## config.mk

```make
export PLATFORM = sky130hd
export DESIGN_NAME = axi_wr_req_arb_flat
export DESIGN_NICKNAME = d
export VERILOG_FILES = /design/src/rtl/axi_wr_req_arb_pkg.sv /design/src/rtl/axi_wr_req_arb_if.sv /design/src/rtl/axi_wr_req_arb_pick.sv /design/src/rtl/axi_wr_req_arb.sv /design/src/flat_wrapper.sv
export SDC_FILE = /design/constraint.sdc
export NUM_CORES = 1
export LEC_CHECK = 0
export CAP_MARGIN = 5
export CORE_AREA = 3 3 663 665
export DETAILED_ROUTE_END_ITERATION = 12
export DIE_AREA = 0 0 666 668
export GPL_ROUTABILITY_DRIVEN = 0
export PLACE_DENSITY_LB_ADDON = 0.12
export SYNTH_ARGS = -nofsm -noshare
export SYNTH_HDL_FRONTEND = slang
export SYNTH_SLANG_ARGS = --single-unit
```

## constraint.sdc

```tcl
create_clock -name clk -period 12 [get_ports clk]
set_input_delay 2.4 -clock clk [delete_from_list [all_inputs] [get_ports clk]]
set_output_delay 2.4 -clock clk [all_outputs]
set_load 0.01 [all_outputs]
```

## src/rtl/axi_wr_req_arb_pkg.sv

```systemverilog
// Shared definitions for the AXI write-request arbiter.
// Supplies the AXI width macros when no project header has defined them.
// Also holds width constants derived from those macros, and helpers that
// split AWID into {source index, local id}.
// No ports (package).

`ifndef AXI_ID_WIDTH
`define AXI_ID_WIDTH 4
`endif
`ifndef AXI_ADDR_WIDTH
`define AXI_ADDR_WIDTH 32
`endif
`ifndef AXI_LEN_WIDTH
`define AXI_LEN_WIDTH 8
`endif
`ifndef AXI_SIZE_WIDTH
`define AXI_SIZE_WIDTH 3
`endif
`ifndef AXI_BURST_WIDTH
`define AXI_BURST_WIDTH 2
`endif
`ifndef AXI_DATA_WIDTH
`define AXI_DATA_WIDTH 32
`endif

package axi_wr_req_arb_pkg;

  localparam int ID_W    = `AXI_ID_WIDTH;
  localparam int ADDR_W  = `AXI_ADDR_WIDTH;
  localparam int LEN_W   = `AXI_LEN_WIDTH;
  localparam int SIZE_W  = `AXI_SIZE_WIDTH;
  localparam int BURST_W = `AXI_BURST_WIDTH;
  localparam int DATA_W  = `AXI_DATA_WIDTH;
  localparam int STRB_W  = `AXI_DATA_WIDTH / 8;

  // Source index width for a given requester count.
  function automatic int src_idx_w(input int num_src);
    return (num_src < 2) ? 1 : $clog2(num_src);
  endfunction

  // Width left for the requester's own ID below the source index.
  function automatic int local_id_w(input int idx_w);
    return ID_W - idx_w;
  endfunction

endpackage

```

## src/rtl/axi_wr_req_arb_if.sv

```systemverilog
// Bundle of the arbiter's request and bus signals.
//   src_*  : per-source whole-burst requests, flattened with source 0 in the LSBs
//   req_*  : single registered request towards the AXI write master
//   b_hs/b_id : B-channel handshake snoop
// Modports:
//   master : arbiter view
//   slave  : environment view (sources, write master, B snoop)

interface axi_wr_req_arb_if #(
  parameter int NUM_SRC       = 4,
  parameter int SRC_IDX_W     = $clog2(NUM_SRC),
  parameter int MAX_BURST_LEN = 8
);
  import axi_wr_req_arb_pkg::*;

  localparam int LID_W = local_id_w(SRC_IDX_W);

  logic [NUM_SRC-1:0]                      src_valid;
  logic [NUM_SRC-1:0]                      src_ready;
  logic [NUM_SRC*LID_W-1:0]                src_id;
  logic [NUM_SRC*ADDR_W-1:0]               src_addr;
  logic [NUM_SRC*LEN_W-1:0]                src_len;
  logic [NUM_SRC*SIZE_W-1:0]               src_size;
  logic [NUM_SRC*BURST_W-1:0]              src_burst;
  logic [NUM_SRC*MAX_BURST_LEN*DATA_W-1:0] src_wdata;
  logic [NUM_SRC*MAX_BURST_LEN*STRB_W-1:0] src_wstrb;

  logic                              req_valid;
  logic                              req_ready;
  logic [ID_W-1:0]                   req_id;
  logic [ADDR_W-1:0]                 req_addr;
  logic [LEN_W-1:0]                  req_len;
  logic [SIZE_W-1:0]                 req_size;
  logic [BURST_W-1:0]                req_burst;
  logic [MAX_BURST_LEN*DATA_W-1:0]   req_wdata;
  logic [MAX_BURST_LEN*STRB_W-1:0]   req_wstrb;

  logic            b_hs;
  logic [ID_W-1:0] b_id;

  modport master (
    input  src_valid, src_id, src_addr, src_len, src_size, src_burst,
           src_wdata, src_wstrb, req_ready, b_hs, b_id,
    output src_ready, req_valid, req_id, req_addr, req_len, req_size,
           req_burst, req_wdata, req_wstrb
  );

  modport slave (
    output src_valid, src_id, src_addr, src_len, src_size, src_burst,
           src_wdata, src_wstrb, req_ready, b_hs, b_id,
    input  src_ready, req_valid, req_id, req_addr, req_len, req_size,
           req_burst, req_wdata, req_wstrb
  );

endinterface

```

## src/rtl/axi_wr_req_arb_pick.sv

```systemverilog
// axi_rr_pick: combinational rotating-priority encoder.
// The scan starts at last+1, wraps around, and grants the first set request.
// The pointer is not held here; the caller updates it only when a grant is
// actually consumed.
// Ports:
//   req   in  N      request vector
//   last  in  IDX_W  index granted most recently
//   grant out N      one-hot grant (zero when no request)
//   idx   out IDX_W  index of the granted request
//   any   out 1      at least one request present

module axi_rr_pick
  import axi_wr_req_arb_pkg::*;
#(
  parameter int N     = 4,
  parameter int IDX_W = 2
) (
  input  logic [N-1:0]     req,
  input  logic [IDX_W-1:0] last,
  output logic [N-1:0]     grant,
  output logic [IDX_W-1:0] idx,
  output logic             any
);

  // NOTE: every output gets a default before the scan; otherwise a path with no hit would infer a latch.
  always_comb begin
    grant = '0;
    idx   = '0;
    any   = 1'b0;
    // First pass covers the indices above the pointer; the second pass wraps to the lower indices.
    for (int j = 0; j < N; j++) begin
      if (!any && req[j] && (j > int'(last))) begin
        any      = 1'b1;
        grant[j] = 1'b1;
        idx      = IDX_W'(j);
      end
    end
    for (int j = 0; j < N; j++) begin
      if (!any && req[j] && (j <= int'(last))) begin
        any      = 1'b1;
        grant[j] = 1'b1;
        idx      = IDX_W'(j);
      end
    end
  end

endmodule

```

## src/rtl/axi_wr_req_arb.sv

```systemverilog
// axi_wr_req_arb: round-robin arbiter in front of the AXI write master's
// single user request port.
// Each accepted whole-burst request is registered into one output slot.
// The source index is placed in the upper AWID bits.
// Outstanding writes per source are tracked by snooping B handshakes.
// A source is held off while it has MAX_OST writes outstanding.
// Optional macro AXI_WR_ARB_PRIO_EN adds src_prio; eligible high-priority
// sources win, with round robin inside the winning class.
// Ports:
//   clk, rst      clock, asynchronous active-high reset
//   arb_en        0 blocks new grants; a held request still completes
//   src_prio      (AXI_WR_ARB_PRIO_EN only) per-source priority
//   bus           axi_wr_req_arb_if.master: source, request and B-snoop signals
//   ost_cnt       per-source outstanding counts, source 0 in the LSBs
//   err_underflow sticky: B seen for a source with no outstanding writes

module axi_wr_req_arb
  import axi_wr_req_arb_pkg::*;
#(
  parameter int NUM_SRC       = 4,
  parameter int SRC_IDX_W     = $clog2(NUM_SRC),
  parameter int MAX_OST       = 4,
  parameter int MAX_BURST_LEN = 8
) (
  input  logic                                 clk,
  input  logic                                 rst,
  input  logic                                 arb_en,
`ifdef AXI_WR_ARB_PRIO_EN
  input  logic [NUM_SRC-1:0]                   src_prio,
`endif
  axi_wr_req_arb_if.master                     bus,
  output logic [NUM_SRC*$clog2(MAX_OST+1)-1:0] ost_cnt,
  output logic                                 err_underflow
);

  localparam int LID_W = local_id_w(SRC_IDX_W);
  localparam int CNT_W = $clog2(MAX_OST + 1);
  localparam int DB_W  = MAX_BURST_LEN * DATA_W;
  localparam int SB_W  = MAX_BURST_LEN * STRB_W;

  logic [NUM_SRC-1:0]   elig, pick_req, grant, inc, dec;
  logic [SRC_IDX_W-1:0] win_idx, rr_ptr;
  logic                 any_elig, load;
  logic [CNT_W-1:0]     cnt_q [NUM_SRC];

  logic [LID_W-1:0]   mux_lid;
  logic [ADDR_W-1:0]  mux_addr;
  logic [LEN_W-1:0]   mux_len;
  logic [SIZE_W-1:0]  mux_size;
  logic [BURST_W-1:0] mux_burst;
  logic [DB_W-1:0]    mux_wdata;
  logic [SB_W-1:0]    mux_wstrb;

  // The local part of BID is not needed for per-source accounting.
  logic unused_b_lid;
  assign unused_b_lid = ^bus.b_id[LID_W-1:0];

  always_comb begin
    elig = '0;
    for (int i = 0; i < NUM_SRC; i++)
      elig[i] = bus.src_valid[i] && (cnt_q[i] < CNT_W'(MAX_OST));
  end

`ifdef AXI_WR_ARB_PRIO_EN
  // Fall back to the full eligible set when no high-priority source is eligible.
  assign pick_req = (|(elig & src_prio)) ? (elig & src_prio) : elig;
`else
  assign pick_req = elig;
`endif

  axi_rr_pick #(.N(NUM_SRC), .IDX_W(SRC_IDX_W)) u_pick (
    .req   (pick_req),
    .last  (rr_ptr),
    .grant (grant),
    .idx   (win_idx),
    .any   (any_elig)
  );

  assign load          = arb_en && any_elig && (!bus.req_valid || bus.req_ready);
  assign bus.src_ready = load ? grant : '0;

  always_comb begin
    mux_lid   = '0;
    mux_addr  = '0;
    mux_len   = '0;
    mux_size  = '0;
    mux_burst = '0;
    mux_wdata = '0;
    mux_wstrb = '0;
    for (int j = 0; j < NUM_SRC; j++) begin
      if (grant[j]) begin
        mux_lid   = bus.src_id[j*LID_W +: LID_W];
        mux_addr  = bus.src_addr[j*ADDR_W +: ADDR_W];
        mux_len   = bus.src_len[j*LEN_W +: LEN_W];
        mux_size  = bus.src_size[j*SIZE_W +: SIZE_W];
        mux_burst = bus.src_burst[j*BURST_W +: BURST_W];
        mux_wdata = bus.src_wdata[j*DB_W +: DB_W];
        mux_wstrb = bus.src_wstrb[j*SB_W +: SB_W];
      end
    end
  end

  // NOTE: registered state uses non-blocking assignments, so every flop samples pre-edge values.
  always_ff @(posedge clk or posedge rst) begin
    if (rst) begin
      // NOTE: the payload is reset too, because all outputs must read zero after reset.
      bus.req_valid <= 1'b0;
      bus.req_id    <= '0;
      bus.req_addr  <= '0;
      bus.req_len   <= '0;
      bus.req_size  <= '0;
      bus.req_burst <= '0;
      bus.req_wdata <= '0;
      bus.req_wstrb <= '0;
      rr_ptr        <= SRC_IDX_W'(NUM_SRC - 1);
    end else if (load) begin
      bus.req_valid <= 1'b1;
      bus.req_id    <= {win_idx, mux_lid};
      bus.req_addr  <= mux_addr;
      bus.req_len   <= mux_len;
      bus.req_size  <= mux_size;
      bus.req_burst <= mux_burst;
      bus.req_wdata <= mux_wdata;
      bus.req_wstrb <= mux_wstrb;
      rr_ptr        <= win_idx;
    end else if (bus.req_ready) begin
      bus.req_valid <= 1'b0;
    end
  end

  // Indices that are >= NUM_SRC never match a source, so such B responses are ignored.
  always_comb begin
    inc = '0;
    dec = '0;
    for (int s = 0; s < NUM_SRC; s++) begin
      inc[s] = load && grant[s];
      dec[s] = bus.b_hs && (bus.b_id[ID_W-1 -: SRC_IDX_W] == SRC_IDX_W'(s));
    end
  end

  always_ff @(posedge clk or posedge rst) begin
    if (rst) begin
      for (int s = 0; s < NUM_SRC; s++) cnt_q[s] <= '0;
      err_underflow <= 1'b0;
    end else begin
      for (int s = 0; s < NUM_SRC; s++) begin
        if (inc[s] && !dec[s]) begin
          cnt_q[s] <= cnt_q[s] + 1'b1;
        end else if (dec[s] && !inc[s]) begin
          if (cnt_q[s] == '0) err_underflow <= 1'b1;
          else                cnt_q[s]      <= cnt_q[s] - 1'b1;
        end
      end
    end
  end

  always_comb begin
    ost_cnt = '0;
    for (int s = 0; s < NUM_SRC; s++) ost_cnt[s*CNT_W +: CNT_W] = cnt_q[s];
  end

endmodule

```

## src/flat_wrapper.sv

```systemverilog
// flat-port wrapper written by rule: the top's interface ports become plain ports
module axi_wr_req_arb_flat import axi_wr_req_arb_pkg::*;
#(
  parameter int NUM_SRC       = 4,
  parameter int SRC_IDX_W     = $clog2(NUM_SRC),
  parameter int MAX_OST       = 4,
  parameter int MAX_BURST_LEN = 8
)
  (clk, rst, arb_en, ost_cnt, err_underflow, bus_src_valid, bus_src_id, bus_src_addr, bus_src_len, bus_src_size, bus_src_burst, bus_src_wdata, bus_src_wstrb, bus_req_ready, bus_b_hs, bus_b_id, bus_src_ready, bus_req_valid, bus_req_id, bus_req_addr, bus_req_len, bus_req_size, bus_req_burst, bus_req_wdata, bus_req_wstrb);
  axi_wr_req_arb_if #(.NUM_SRC(NUM_SRC), .SRC_IDX_W(SRC_IDX_W), .MAX_BURST_LEN(MAX_BURST_LEN)) bus_i ();
  input  logic clk;
  input  logic rst;
  input  logic arb_en;
  output logic [NUM_SRC*$clog2(MAX_OST+1)-1:0] ost_cnt;
  output logic err_underflow;
  input wire logic [$bits(bus_i.src_valid)-1:0] bus_src_valid;
  input wire logic [$bits(bus_i.src_id)-1:0] bus_src_id;
  input wire logic [$bits(bus_i.src_addr)-1:0] bus_src_addr;
  input wire logic [$bits(bus_i.src_len)-1:0] bus_src_len;
  input wire logic [$bits(bus_i.src_size)-1:0] bus_src_size;
  input wire logic [$bits(bus_i.src_burst)-1:0] bus_src_burst;
  input wire logic [$bits(bus_i.src_wdata)-1:0] bus_src_wdata;
  input wire logic [$bits(bus_i.src_wstrb)-1:0] bus_src_wstrb;
  input wire logic [$bits(bus_i.req_ready)-1:0] bus_req_ready;
  input wire logic [$bits(bus_i.b_hs)-1:0] bus_b_hs;
  input wire logic [$bits(bus_i.b_id)-1:0] bus_b_id;
  output wire logic [$bits(bus_i.src_ready)-1:0] bus_src_ready;
  output wire logic [$bits(bus_i.req_valid)-1:0] bus_req_valid;
  output wire logic [$bits(bus_i.req_id)-1:0] bus_req_id;
  output wire logic [$bits(bus_i.req_addr)-1:0] bus_req_addr;
  output wire logic [$bits(bus_i.req_len)-1:0] bus_req_len;
  output wire logic [$bits(bus_i.req_size)-1:0] bus_req_size;
  output wire logic [$bits(bus_i.req_burst)-1:0] bus_req_burst;
  output wire logic [$bits(bus_i.req_wdata)-1:0] bus_req_wdata;
  output wire logic [$bits(bus_i.req_wstrb)-1:0] bus_req_wstrb;
  assign bus_i.src_valid = bus_src_valid;
  assign bus_i.src_id = bus_src_id;
  assign bus_i.src_addr = bus_src_addr;
  assign bus_i.src_len = bus_src_len;
  assign bus_i.src_size = bus_src_size;
  assign bus_i.src_burst = bus_src_burst;
  assign bus_i.src_wdata = bus_src_wdata;
  assign bus_i.src_wstrb = bus_src_wstrb;
  assign bus_i.req_ready = bus_req_ready;
  assign bus_i.b_hs = bus_b_hs;
  assign bus_i.b_id = bus_b_id;
  assign bus_src_ready = bus_i.src_ready;
  assign bus_req_valid = bus_i.req_valid;
  assign bus_req_id = bus_i.req_id;
  assign bus_req_addr = bus_i.req_addr;
  assign bus_req_len = bus_i.req_len;
  assign bus_req_size = bus_i.req_size;
  assign bus_req_burst = bus_i.req_burst;
  assign bus_req_wdata = bus_i.req_wdata;
  assign bus_req_wstrb = bus_i.req_wstrb;
  axi_wr_req_arb #(.NUM_SRC(NUM_SRC), .SRC_IDX_W(SRC_IDX_W), .MAX_OST(MAX_OST), .MAX_BURST_LEN(MAX_BURST_LEN)) u_core (.clk(clk), .rst(rst), .arb_en(arb_en), .bus(bus_i), .ost_cnt(ost_cnt), .err_underflow(err_underflow));
endmodule
```

# [Word-level counts from Yosys, hierarchy flattened]
# Cells that the tools add are included.
[op_classes] add_sub_neg=8 order_cmp=10 eq_ne=7 n_mux=75 reduce_logical=64
[ops] op="2-to-1 mux 256 bit" n=4
[ops] op="2-to-1 mux 32 bit" n=8
[ops] op="2-to-1 mux 3 bit" n=16
[ops] op="logical AND 1 bit" n=34
[ops] op="2-to-1 mux 8 bit" n=4
[ops] op="2-to-1 mux 1 bit" n=28
[ops] op="2-to-1 mux 2 bit" n=14
[ops] op="logical NOT 1 bit" n=15
[ops] op="adder 3 x 1 -> 3 bit, second input constant" n=4
[ops] op="logical NOT 3 bit" n=4
[ops] op="less-than comparator 3 bit, second input constant" n=4
[ops] op="subtractor 3 x 1 -> 3 bit, second input constant" n=4
[ops] op="nonzero test 2 bit" n=5
[ops] op="!= test 2 x 1 -> 1 bit, second input constant" n=4
[ops] op="AND reduction 2 bit" n=4
[ops] op="== test 2 bit, second input constant" n=2
[ops] op="greater-than comparator 2 bit, first input constant" n=2
[ops] op="less-or-equal comparator 2 bit, first input constant" n=2
[ops] op="2-to-1 mux 4 bit" n=1
[ops] op="== test 2 x 1 -> 1 bit, second input constant" n=1
[ops] op="greater-than comparator 1 x 2 -> 1 bit, first input constant" n=1
[ops] op="less-or-equal comparator 1 x 2 -> 1 bit, first input constant" n=1
[ops] op="logical NOT 2 bit" n=1
[ops] op="logical OR 1 bit" n=1
[word_totals] regBits=353 in_bits=1353 output_inout_bits=355 word_cells=178

# [Logic depth before layout (Yosys ltp)]
[depth] ltp_word=43 mapped_depth=15 ltp_nobuf=12

# [Cells and area by module]
# From an unflattened synthesis, not the netlist that was laid out.
[unflattened] cells_unflattened=3213 hier_area_um2=25275.5
[by_module_without_submodules] module="axi_wr_req_arb" n_inst=1 cells_per_inst=3179 area_each_um2=25041.5 seq_area_each_um2=8836.0
[by_module_without_submodules] module="axi_rr_pick" n_inst=1 cells_per_inst=34 area_each_um2=234.0 seq_area_each_um2=0.0

# [Worst setup path after synthesis]
# OpenSTA, ideal clock, no wires.
[synth_path] path_kind="input to output" start="input port bus_src_valid[1]" end="output port bus_src_ready[1]" arrival_time_ns=3.591 required_time_ns=9.600 path_slack_ns=6.009 path_stages=7 n_path_buf=2 path_cell_list="nor2b_1 -> o211ai_1 -> o22ai_1 -> buf_2 -> buf_1 -> nand2_1 -> inv_1"
[synth_via] elab_chain_cells=29 elab_cells_between_ends=30 classes_between="mux: 9; reduce/logical: 21"
[synth_rtl] element="start: declaration" line="flat_wrapper.sv:16" rtl="input wire logic [$bits(bus_i.src_valid)-1:0] bus_src_valid;"
[synth_rtl] element="logical AND 1 bit (*)" line="axi_wr_req_arb.sv:61" rtl="elig[i] = bus.src_valid[i] && (cnt_q[i] < CNT_W'(MAX_OST));"
[synth_rtl] element="logical AND 1 bit" line="axi_wr_req_arb_pick.sv:32" rtl="if (!any && req[j] && (j > int'(last))) begin"
[synth_rtl] element="2-to-1 mux 1 bit" line="axi_wr_req_arb_pick.sv:32"
[synth_rtl] element="logical NOT 1 bit" line="axi_wr_req_arb_pick.sv:32"
[synth_rtl] element="logical AND 1 bit (2 in series)" line="axi_wr_req_arb_pick.sv:32"
[synth_rtl] element="2-to-1 mux 1 bit" line="axi_wr_req_arb_pick.sv:32"
[synth_rtl] element="logical NOT 1 bit" line="axi_wr_req_arb_pick.sv:32"
[synth_rtl] element="logical AND 1 bit (2 in series)" line="axi_wr_req_arb_pick.sv:32"
[synth_rtl] element="[8 not listed]"
[synth_rtl] element="logical NOT 1 bit" line="axi_wr_req_arb_pick.sv:39" rtl="if (!any && req[j] && (j <= int'(last))) begin"
[synth_rtl] element="logical AND 1 bit (2 in series)" line="axi_wr_req_arb_pick.sv:39"
[synth_rtl] element="2-to-1 mux 1 bit" line="axi_wr_req_arb_pick.sv:39"
[synth_rtl] element="logical NOT 1 bit" line="axi_wr_req_arb_pick.sv:39"
[synth_rtl] element="logical AND 1 bit (2 in series)" line="axi_wr_req_arb_pick.sv:39"
[synth_rtl] element="2-to-1 mux 1 bit" line="axi_wr_req_arb_pick.sv:39"
[synth_rtl] element="logical AND 1 bit (2 in series)" line="axi_wr_req_arb.sv:79" rtl="assign load = arb_en && any_elig && (!bus.req_valid || bus.req_ready);"
[synth_rtl] element="2-to-1 mux 4 bit (*)" line="axi_wr_req_arb.sv:80" rtl="assign bus.src_ready = load ? grant : '0;"
[synth_rtl] element="end: declaration" line="flat_wrapper.sv:27" rtl="output wire logic [$bits(bus_i.src_ready)-1:0] bus_src_ready;"
# Mark *: on every way between the ends. The rest lies on a longest branch, timed or not.

# [Worst setup path after layout]
[layout_path] start="input port bus_src_valid[2]" end="output port bus_src_ready[3]"
[layout_via] elab_chain_cells=26 elab_cells_between_ends=28 classes_between="mux: 9; reduce/logical: 19"
[layout_rtl] element="logical AND 1 bit (*)" line="axi_wr_req_arb.sv:61"
[layout_rtl] element="logical AND 1 bit (2 in series)" line="axi_wr_req_arb_pick.sv:32"
[layout_rtl] element="2-to-1 mux 1 bit" line="axi_wr_req_arb_pick.sv:32"
[layout_rtl] element="logical NOT 1 bit" line="axi_wr_req_arb_pick.sv:32"
[layout_rtl] element="logical AND 1 bit (2 in series)" line="axi_wr_req_arb_pick.sv:32"
[layout_rtl] element="2-to-1 mux 1 bit" line="axi_wr_req_arb_pick.sv:32"
[layout_rtl] element="logical NOT 1 bit" line="axi_wr_req_arb_pick.sv:39"
[layout_rtl] element="logical AND 1 bit" line="axi_wr_req_arb_pick.sv:39"
[layout_rtl] element="[5 not listed]"
[layout_rtl] element="logical NOT 1 bit" line="axi_wr_req_arb_pick.sv:39"
[layout_rtl] element="logical AND 1 bit (2 in series)" line="axi_wr_req_arb_pick.sv:39"
[layout_rtl] element="2-to-1 mux 1 bit" line="axi_wr_req_arb_pick.sv:39"
[layout_rtl] element="logical NOT 1 bit" line="axi_wr_req_arb_pick.sv:39"
[layout_rtl] element="logical AND 1 bit (2 in series)" line="axi_wr_req_arb_pick.sv:39"
[layout_rtl] element="2-to-1 mux 1 bit" line="axi_wr_req_arb_pick.sv:39"
[layout_rtl] element="logical AND 1 bit (2 in series)" line="axi_wr_req_arb.sv:79"
[layout_rtl] element="2-to-1 mux 4 bit (*)" line="axi_wr_req_arb.sv:80"
# Marked as above.

==> flow_summary.ini <==
[timing]
skew_ns = 0.0353
max_freq_mhz = 137
finalSetupViolations = 0
maxSlewViolCount = 0
worst_pin_slew_ns = 1.24
period_minus_slack_ns = 7.30
tns_ns = 0
slew_headroom_pct = 16.8
hold_viol = 0
rsz0062_at_grt = no
timing.final.crit_share_pct = 60.8

[route]
drt_pass1_iterations = 6
vias = 27900
detail-route-antenna-nets = 0
wl_um = 311000
avgRoutedWirePerCell_um = 32.9
detail_route.vias_per_cell = 2.95
drtIter0Drc = 1714
drc = 0

[finish]
utilization_pct = 10.7
fin_nets = 5015
final.fill_count = 50100
syn2layout_area_growth_pct = 124
drive_gt1_share_pct = 8.91
final_cell_mix = clkdlybuf4s50_1 (1,701), o21ai_1 (356), dfrtp_1 (351)
mostFrequentLayoutCell = clkdlybuf4s50_1

[cts]
root_buffer = clkbuf_16
cts_tree = done
cts-htree-levels = 3
cts.sinks = 353
postCtsSetupRepairBufs = 0
clock_path_buffers = 4
cts_hold_buf = 0
numCtsBuffers = 72
cts_resized = 0
clkTransAtPathRegs_ns = 0.05
insertion_delay_ns = 0.79

[grt]
use_met3_pct = 5.36
grt_busiest_layer = met2
grt_max_degree = 109
antenna_found_initial = 245
grt_pass1_vias = 29100
grtUsageTotal_pct = 13.4
met1_usage_pct = 14.2
grt-ovfl-total = 0
gr-usage-met2_pct = 24.6
grt_pass1_wl_um = 380000

[pwr]
sw_frac_of_total_pct = 46.3
internal_power_uw = 5220
clkPwrFrac_pct = 21.9
ir_drop_v = 0.000118
leakage_uw = 0.0148
p_per_area_nw_per_um2 = 208
combPwrFrac_pct = 56.2
switchingPower_uw = 4500
pwr-share-seq_pct = 21.9

[critical_path]
path_max_fanout = 61
crit_required_ns = 9.60
startpoint_type = primary input
ff2ff_path_depth = 9
arrival_ns = 4.90
worstSetupEndpointType = output pin
path_class = primary input to output pin

[synth]
synth_seq_cells = 353
syn_inst = 2081
ys_types = 51
ys.flop_type = dfrtp_1
synth_edf_count = 0
ys_warn_count = 0
seq_area_frac_synth_pct = 42.5
ys_async_sr_fraction_pct = 100
syn-cell-area_um2 = 20800
synth_area_per_cell_um2 = 9.99
syn-num-nets = 3446

[floorplanning]
die_x_um = 666
fp.dieArea_um2 = 445000
ios = 1708
fp.dieH_um = 668
std_cell_rows = 242
coreArea_um2 = 434000
start_util_pct = 4.79

[worst_hold_path]
hold_depth = 1
hp-class = flop to flop

[status]
status = finished, final reports clean

[flow_run]
maxCapViolCount = 0

[placement]
dpl.hpwl_um = 260000
portBuffers = 1705
## cell usage after synthesis, drive strengths merged, types with 2 or more instances
master / n / area share (%)
dfrtp: 351 / 42
o31ai: 3 / 0.11
nor3: 13 / 0.34
ha: 8 / 0.48
o21ai: 674 / 16
nor4: 2 / 0.060
xnor2: 2 / 0.084
clkbuf: 169 / 3.1
a21o: 6 / 0.22
nand2: 15 / 0.27
o22a: 3 / 0.13
nor2: 10 / 0.18
nand3: 3 / 0.072
buf: 93 / 3.6
dfstp: 2 / 0.25
a21oi: 7 / 0.17
o211ai: 2 / 0.072
or2: 2 / 0.060
inv: 12 / 0.22
xor2: 2 / 0.084
and2: 3 / 0.090
a221oi: 335 / 17
nand2b: 6 / 0.19
a22oi: 336 / 14
nor2b: 2 / 0.060
or3b: 2 / 0.084
o22ai: 2 / 0.090
fa: 4 / 0.39
## power groups by stage
stage          logic, µW  registers, µW  clock network (µW)
2_1_floorplan       2110           2230                   0
5_1_grt             5850           2190                2280
4_1_cts             5670           2140                2280
3_5_place_dp        5660           2150                   0
3_3_place_gp        5660           2140                   0
6_report            5460           2130                2130
## worst max-delay path, stage by stage
cell	delay [ns]
clkdlybuf4s50_1	0.44
nand2b_1	0.24
o22ai_2	0.21
or4b_4	0.66
inv_16	0.30
clkdlybuf4s50_1	0.62
## stage by stage
step	power (µW)	setup slack (ns)	hold WS [ns]	std cells	instance area, µm²
finish	9720	4.70	0.497	9462	46600
detailed placement	7810	4.65	0.483	9310	44300
global placement	7810	4.63	0.474	9310	44300
global route	10300	4.62	0.523	9444	46600
floorplan	4350	4.87	0.507	2081	20800
CTS	10100	4.65	0.496	9427	46500
## area by class of cell
cell class                 instances  area, µm²  area share, %
antenna                           35       87.6          0.188
clock buffer                     104       2050           4.40
clock inverter                    13        181          0.389
inverter                          13       68.8          0.148
multi-input combinational       1453      10600           22.7
sequential                       353       8840           18.9
tap                             5734       7170           15.4
timing repair buffer            1757      17600           37.8
## path summary, 6_finish.rpt
path	to	start	slack [ns]
worst max-delay path	bus_src_ready[3]	bus_src_valid[2]	4.70
worst min-delay path	u_core.bus.req_id[3]	u_core.bus.req_id[3]	0.50
max in group asynchronous	u_core.bus.req_wstrb[16]	rst	8.17
worst min register to register	u_core.bus.req_id[3]	u_core.bus.req_id[3]	0.50
worst max register to register	u_core.bus.req_wdata[136]	u_core.ost_cnt[8]	6.87
min in group asynchronous	u_core.bus.req_wdata[144]	rst	2.02
## cell families (layout without fill, tap and decap cells)
kind of cell	Yosys count	count (layout)	share of synthesized area [%]
DFF	353	353	42.5
muxes	2	2	0.102
xor gates and xnor gates	4	4	0.169
adders and majority gates	12	12	0.867
and+or+nand+nor	62	62	1.58
other	0	35	0
buffers and inverters	275	1887	6.87
AOI/OAI and AO/OA	1373	1373	47.9
## per-layer routing
metal / part of all wire (%) / vias to the layer above
met1: 36 / 13900
met4: 2.8 / 132
met2: 51 / 1567
li1: - / 11700
met3: 9.4 / 560
met5: 0.29 / -
## flip-flops by register name, summed over array words and instances, names as in the netlist
| register | flops |
|---|---|
| u_core.err_underflow | 1 |
| u_core.bus.req_valid | 1 |
| u_core.bus.req_addr | 32 |
| u_core.bus.req_size | 3 |
| u_core.bus.req_wstrb | 32 |
| u_core.bus.req_burst | 2 |
| u_core.bus.req_wdata | 256 |
| u_core.rr_ptr | 2 |
| u_core.bus.req_len | 8 |
| u_core.bus.req_id | 4 |
| u_core.ost_cnt | 12 |
(Power assumes the default switching activity.)
